==> src/rtl/pixel_stream_pkg.sv <==
// pixel_stream_pkg: shared widths, FIFO word layout, raster defaults and gap-filler states.
// Revision: 1.0
`default_nettype none

package pixel_stream_pkg;

  localparam int DEF_PRECISION  = 11;
  localparam int DEF_PIXEL_SIZE = 16;
  localparam int X_LSB          = 27;
  localparam int Y_LSB          = 16;
  localparam int DEF_X_RES      = 800;
  localparam int DEF_Y_RES      = 600;

  typedef enum logic [1:0] {
    ST_SYNC = 2'd0,
    ST_PASS = 2'd1,
    ST_FILL = 2'd2
  } gap_state_t;

endpackage

`default_nettype wire

==> src/rtl/raster_pos_counter.sv <==
// raster_pos_counter: expected raster position with advance/load-(1,0) and raster-order compare.
// Revision: 1.0
`default_nettype none

module raster_pos_counter
  import pixel_stream_pkg::*;
#(
  parameter int PRECISION = DEF_PRECISION,
  parameter int X_RES     = DEF_X_RES,
  parameter int Y_RES     = DEF_Y_RES
) (
  input  logic                 clk,
  input  logic                 rst,
  input  logic                 advance,
  input  logic                 load_one,
  input  logic [PRECISION-1:0] head_x,
  input  logic [PRECISION-1:0] head_y,
  output logic [PRECISION-1:0] pos_x,
  output logic [PRECISION-1:0] pos_y,
  output logic                 at_origin,
  output logic                 head_at,
  output logic                 head_ahead,
  output logic                 head_behind
);

  localparam logic [PRECISION-1:0] X_LAST = PRECISION'(X_RES - 1);
  localparam logic [PRECISION-1:0] Y_LAST = PRECISION'(Y_RES - 1);

  always_ff @(posedge clk) begin
    if (rst) begin
      pos_x <= '0;
      pos_y <= '0;
    end else if (load_one) begin
      pos_x <= PRECISION'(1);
      pos_y <= '0;
    end else if (advance) begin
      if (pos_x == X_LAST) begin
        pos_x <= '0;
        pos_y <= (pos_y == Y_LAST) ? '0 : pos_y + 1'b1;
      end else begin
        pos_x <= pos_x + 1'b1;
      end
    end
  end

  assign at_origin   = (pos_x == '0) && (pos_y == '0);
  assign head_at     = (head_x == pos_x) && (head_y == pos_y);
  assign head_ahead  = (head_y > pos_y) || ((head_y == pos_y) && (head_x > pos_x));
  assign head_behind = !head_at && !head_ahead;

endmodule

`default_nettype wire

==> src/rtl/pixel_gap_filler.sv <==
// pixel_gap_filler: re-times a sparse FWFT pixel stream into raster order, filling gaps.
// Optional GAP_FILLER_STATS_EN adds saturating gap/drop counters. Revision: 1.0
`default_nettype none

module pixel_gap_filler
  import pixel_stream_pkg::*;
#(
  parameter int                    PRECISION   = DEF_PRECISION,
  parameter int                    PIXEL_SIZE  = DEF_PIXEL_SIZE,
  parameter int                    X_RES       = DEF_X_RES,
  parameter int                    Y_RES       = DEF_Y_RES,
  parameter logic [PIXEL_SIZE-1:0] FILL_COLOUR = 16'h0000
) (
  input  logic                              clk,
  input  logic                              rst,
  input  logic [2*PRECISION+PIXEL_SIZE-1:0] fifo_data,
  input  logic                              fifo_empty,
  output logic                              fifo_read,
  output logic [PRECISION-1:0]              pixel_x,
  output logic [PRECISION-1:0]              pixel_y,
  output logic [PIXEL_SIZE-1:0]             pixel_data,
  output logic                              pixel_valid,
  output logic                              frame_start,
  output logic [15:0]                       gap_count,
  output logic [15:0]                       drop_count
);

  localparam bit DEF_LAYOUT = (PRECISION == DEF_PRECISION) && (PIXEL_SIZE == DEF_PIXEL_SIZE);
  localparam int XL = DEF_LAYOUT ? X_LSB : PIXEL_SIZE + PRECISION;
  localparam int YL = DEF_LAYOUT ? Y_LSB : PIXEL_SIZE;

  logic [PRECISION-1:0]  head_x, head_y, pos_x, pos_y, out_x, out_y;
  logic [PIXEL_SIZE-1:0] head_pix, out_pix;
  logic                  head_origin, in_range;
  logic                  at_origin, head_at, head_ahead, head_behind;
  logic                  pop, emit, adv, load_one;
  gap_state_t            state, state_nx;

  assign head_x      = fifo_data[XL +: PRECISION];
  assign head_y      = fifo_data[YL +: PRECISION];
  assign head_pix    = fifo_data[PIXEL_SIZE-1:0];
  assign head_origin = (head_x == '0) && (head_y == '0);
  assign in_range    = ({1'b0, head_x} < (PRECISION+1)'(X_RES)) &&
                       ({1'b0, head_y} < (PRECISION+1)'(Y_RES));

  raster_pos_counter #(
    .PRECISION (PRECISION),
    .X_RES     (X_RES),
    .Y_RES     (Y_RES)
  ) u_pos (
    .clk         (clk),
    .rst         (rst),
    .advance     (adv),
    .load_one    (load_one),
    .head_x      (head_x),
    .head_y      (head_y),
    .pos_x       (pos_x),
    .pos_y       (pos_y),
    .at_origin   (at_origin),
    .head_at     (head_at),
    .head_ahead  (head_ahead),
    .head_behind (head_behind)
  );

  always_ff @(posedge clk) begin
    if (rst) state <= ST_SYNC;
    else     state <= state_nx;
  end

  // An empty FIFO stalls everything, so fill never outruns the word that justifies it.
  always_comb begin
    state_nx = state;
    pop      = 1'b0;
    emit     = 1'b0;
    adv      = 1'b0;
    load_one = 1'b0;
    out_x    = head_x;
    out_y    = head_y;
    out_pix  = head_pix;
    if (!fifo_empty) begin
      if (state == ST_SYNC) begin
        pop = 1'b1;
        if (head_origin) begin
          emit     = 1'b1;
          load_one = 1'b1;
          state_nx = ST_PASS;
        end
      end else if (!in_range) begin
        pop = 1'b1;
      end else if (head_origin && !at_origin) begin
        pop      = 1'b1;
        emit     = 1'b1;
        load_one = 1'b1;
        state_nx = ST_PASS;
      end else if (head_at) begin
        pop      = 1'b1;
        emit     = 1'b1;
        adv      = 1'b1;
        state_nx = ST_PASS;
      end else if (head_ahead) begin
        emit     = 1'b1;
        adv      = 1'b1;
        out_x    = pos_x;
        out_y    = pos_y;
        out_pix  = FILL_COLOUR;
        state_nx = ST_FILL;
      end else if (head_behind) begin
        pop = 1'b1;
      end
    end
  end

  assign fifo_read = pop & ~rst;

  always_ff @(posedge clk) begin
    if (rst) begin
      pixel_valid <= 1'b0;
      frame_start <= 1'b0;
      pixel_x     <= '0;
      pixel_y     <= '0;
      pixel_data  <= '0;
    end else begin
      pixel_valid <= emit;
      frame_start <= emit && (out_x == '0) && (out_y == '0);
      if (emit) begin
        pixel_x    <= out_x;
        pixel_y    <= out_y;
        pixel_data <= out_pix;
      end
    end
  end

`ifdef GAP_FILLER_STATS_EN
  logic [15:0] gap_cnt, drop_cnt;

  // A fill is an emit without a pop; a counted drop is a pop without an emit outside SYNC.
  always_ff @(posedge clk) begin
    if (rst) begin
      gap_cnt  <= '0;
      drop_cnt <= '0;
    end else begin
      if (emit && !pop && (gap_cnt != 16'hFFFF))
        gap_cnt <= gap_cnt + 16'd1;
      if (pop && !emit && (state != ST_SYNC) && (drop_cnt != 16'hFFFF))
        drop_cnt <= drop_cnt + 16'd1;
    end
  end

  assign gap_count  = gap_cnt;
  assign drop_count = drop_cnt;
`else
  assign gap_count  = '0;
  assign drop_count = '0;
`endif

endmodule

`default_nettype wire

==> config.mk <==
export PLATFORM = sky130hd
export DESIGN_NAME = pixel_gap_filler
export DESIGN_NICKNAME = d
export VERILOG_FILES = /design/src/rtl/pixel_stream_pkg.sv /design/src/rtl/raster_pos_counter.sv /design/src/rtl/pixel_gap_filler.sv
export SDC_FILE = /design/constraint.sdc
export NUM_CORES = 1
export LEC_CHECK = 0
export ABC_AREA = 1
export BUFFER_PORTS_ARGS = -buffer_cell sky130_fd_sc_hd__buf_2
export CAP_MARGIN = 40
export CORE_MARGIN = 2
export CORE_UTILIZATION = 30
export CTS_BUF_LIST = sky130_fd_sc_hd__clkbuf_8
export DETAILED_ROUTE_END_ITERATION = 7
export PLACE_DENSITY = 0.54
export REMOVE_ABC_BUFFERS = 1
export SYNTH_ARGS = -nofsm -noshare
export SYNTH_HDL_FRONTEND = slang
export SYNTH_SLANG_ARGS = --single-unit
export TNS_END_PERCENT = 1
==> constraint.sdc <==
create_clock -name clk -period 5.99 [get_ports clk]
set_input_delay 1.797 -clock clk [delete_from_list [all_inputs] [get_ports clk]]
set_output_delay 1.797 -clock clk [all_outputs]
set_load 0.005 [all_outputs]
==> results.md <==
- CTS buffer count: 9
- Final Net Count: 748
- HP Start: pixel_x[10]
- Synth top area cells: dfxtp_1 31%, nand2_1 14%, ha_1 8.0%
- Initial antenna violation count: 1
- Status: finished, final reports clean
- Slew Viols, Final: 0
- Routability cong.: 0.863
- Yosys top cell by area: dfxtp_1
- Hold depth: 2
- Post-Synthesis Cells: 607
- H-tree depth: 3
- Largest net degree at the start of global routing: 40
- Initial core utilization: 0.308
- Clk network pwr share: 0.436
- Grt total ovfl: 0
- CORE AREA: 13300 um2
- Top Ports: 114
- Max_slew headroom: 0.441
- Share of synthesized flip-flops with an asynchronous set or reset: 0
- Antenna Nets Post-Route: 0
- Clock root buffer: clkbuf_8
- Synth cell types: 39
- WL/cell: 13.0 um
- Post-CTS setup buffers: 0
- Reg power frac: 0.469
- WP buf/inv: 4
- DR pass1 iterations: 4
- CTS max path bufs: 2
- Chip Height: 121 um
- CP Class: in2out
- Worst Max-Slew Pin Slew: 837 ps
- Drc violations: 0
- Critical path arrival: 3270 ps
- R2R cell count: 14
- Max frequency: 197 MHz
- Synth warnings: 0
- Internal: 670 uW
- Max-Cap Viols: 0
- Max VDD drop: 0.0798 mV
- P per Cell Area: 192 nW/um2
- Routed WL: 11200 um
- Yosys reg bits: 64
- Synth top area share: 0.313
- All-layer global routing usage: 0.156
- Crit path capture type: output pin
- FILL cells: 1448
- Cell count after placement: 846
- Final Hold Viols: 0
- Layout Skew: 17.9 ps
- Most frequent cell after synthesis: nand2_1
- CP Launch Type: primary input
- Syn avg cell area: 6.74 um2
- Top_reg_cell synth: dfxtp_1
- Setup TNS: 0 ps
- CTS sink cnt: 64
- Most used cell along the critical path: nand2_1
- Gate power share: 0.094
- Worst Hold Path EP: pixel_x[10]
- 1st-iter DRT viols: 215
- Delay-heaviest family, CP: simple AND/OR/NAND/NOR gates
- DR vias: 3957
- Worst reg-to-reg setup slack: 2640 ps
- Slowest stage delay, CP: 310 ps
- Crit-path max FO: 4
- Row count: 42
- Unrepaired setup endpoints after global routing: false
- Synth top cells by count: 153 x nand2_1, 64 x dfxtp_1, 63 x nor2_1, 54 x inv_1, 50 x nand3_1
- Post_cts resized: 0
- Critical R2R Launch: u_pos.pos_y[5]
- Hold Buf Count CTS: 0
- Worst hold path class: reg2reg
- Final number of setup-violating endpoints: 0
- Crit path cell chain: buf_2 > ha_1 > nand2_1 > inv_1 > nand2_1 > nor2_1 > nand2_1 > nand3_1 > nand3_1 > nand2_1 > nand4_1 > o211ai_1 > inv_1 > buf_2
- Tmin final: 5070 ps
- Worst path slowest cell: ha_1
- HPWL after DPL: 8880 um
- LEAKAGE: 0.00225 uW
- Crit Reg-Reg Endpoint: pixel_data[5]
- Fin util: 0.354
- Vias in the first global route: 3662
- Fin cells: 863
- Clk pin slew, worst setup/hold paths: 80 ps
- CTS tree: built
- Synthesized area: 4090 um2
- PortBufs: 81
- Chip width: 121 um
- Net Switching: 237 uW
- Layout cell share with drive strength beyond 1: 0.179
- Fin crit share: 0.846
- Post-synth EDFFs: 0
- Die ar.: 14600 um2
- Area growth from synthesis to layout: 15.2%
- Sw frac: 0.261
- First-pass GRT wire length: 18100 um
- Register area share after synthesis: 0.313
- CP required: 4190 ps
- Clock Latency Late Sink: 360 ps
- Via-to-Cell Ratio: 4.59
-- worst max path at each step --
stage                              from        end  slack [ps]  cells past startpoint
after floorplan           fifo_data[37]  fifo_read        1040                     12
after global placement    fifo_data[35]  fifo_read         920                     14
after detailed placement  fifo_data[35]  fifo_read         910                     14
after CTS                 fifo_data[35]  fifo_read         900                     14
after global routing      fifo_data[35]  fifo_read         730                     14
final                     fifo_data[35]  fifo_read         920                     14
-- worst reg2reg max path, cell delays in order (launching register included) --
cell	delay, ps
dfxtp_1	470
inv_1	120
ha_1	320
nand2_1	60
nor2_1	100
nand2_1	70
nor2_2	110
inv_1	60
or2_1	220
nand3_1	90
nand2_2	200
nand2_2	530
inv_1	570
nand3_1	210
o21ai_0	100
-- cells by family after synthesis --
kind of cell | count (synthesis) | share of synthesized area
adders and majority gates | 26 | 0.0796
DFF | 64 | 0.313
buffers and inverters | 114 | 0.145
other | 1 | 0.000917
xor gates and xnor gates | 3 | 0.00643
AOI/OAI and AO/OA | 90 | 0.123
and+or+nand+nor | 309 | 0.331
-- layout make-up --
cell class,count,area (um2),area share
sequential,64,1280,0.272
antenna,1,2.50,0.000531
multi-input combinational,460,2330,0.495
tap,176,220,0.0468
timing repair buffer,84,428,0.0909
clock buffer,11,151,0.0321
clock inverter,5,56.3,0.0120
inverter,62,240,0.0510
-- power by group through the flow --
stage,clock (uW),combinational (uW),sequential (uW)
finish,396,85.7,425
global route,425,97.3,425
CTS,404,85.4,425
detailed placement,0,85.0,435
global placement,0,83.7,435
floorplan,0,47.4,435
-- flip-flops by register name (all words and copies together) (netlist names) --
signal	flops
state	2
pixel_y	11
u_pos.pos_x	11
pixel_valid	1
pixel_data	16
frame_start	1
pixel_x	11
u_pos.pos_y	11
-- cell usage in the layout, fill, tap and decap left out, drive strengths merged, types with 26 or more instances in the layout --
cell,count
a21oi,30
nor2,68
conb,32
nand3,51
nand2,159
inv,63
ha,26
o21ai,41
dfxtp,64
buf,84
-- routing by layer --
| metal | track usage | up-vias | wire length [um] |
|---|---|---|---|
| met2 | 0.258 | 100 | 5170 |
| li1 | - | 2059 | - |
| met3 | 0.0358 | 13 | 541 |
| met1 | 0.200 | 1785 | 5370 |
| met5 | 0 | - | 0 |
| met4 | 0.0531 | 0 | 144 |
-- per-stage QoR --
| step | cell area, um2 | setup WS (ps) | hold slack [ps] | total power, uW |
|---|---|---|---|---|
| 4_1_cts | 4710 | 900 | 463 | 915 |
| 3_5_place_dp | 4500 | 909 | 453 | 520 |
| 5_1_grt | 4710 | 727 | 480 | 947 |
| 6_report | 4710 | 923 | 460 | 906 |
| 2_1_floorplan | 3850 | 1040 | 435 | 482 |
| 3_3_place_gp | 4500 | 922 | 447 | 519 |
Note: power is estimated with default switching activity, not from simulation.
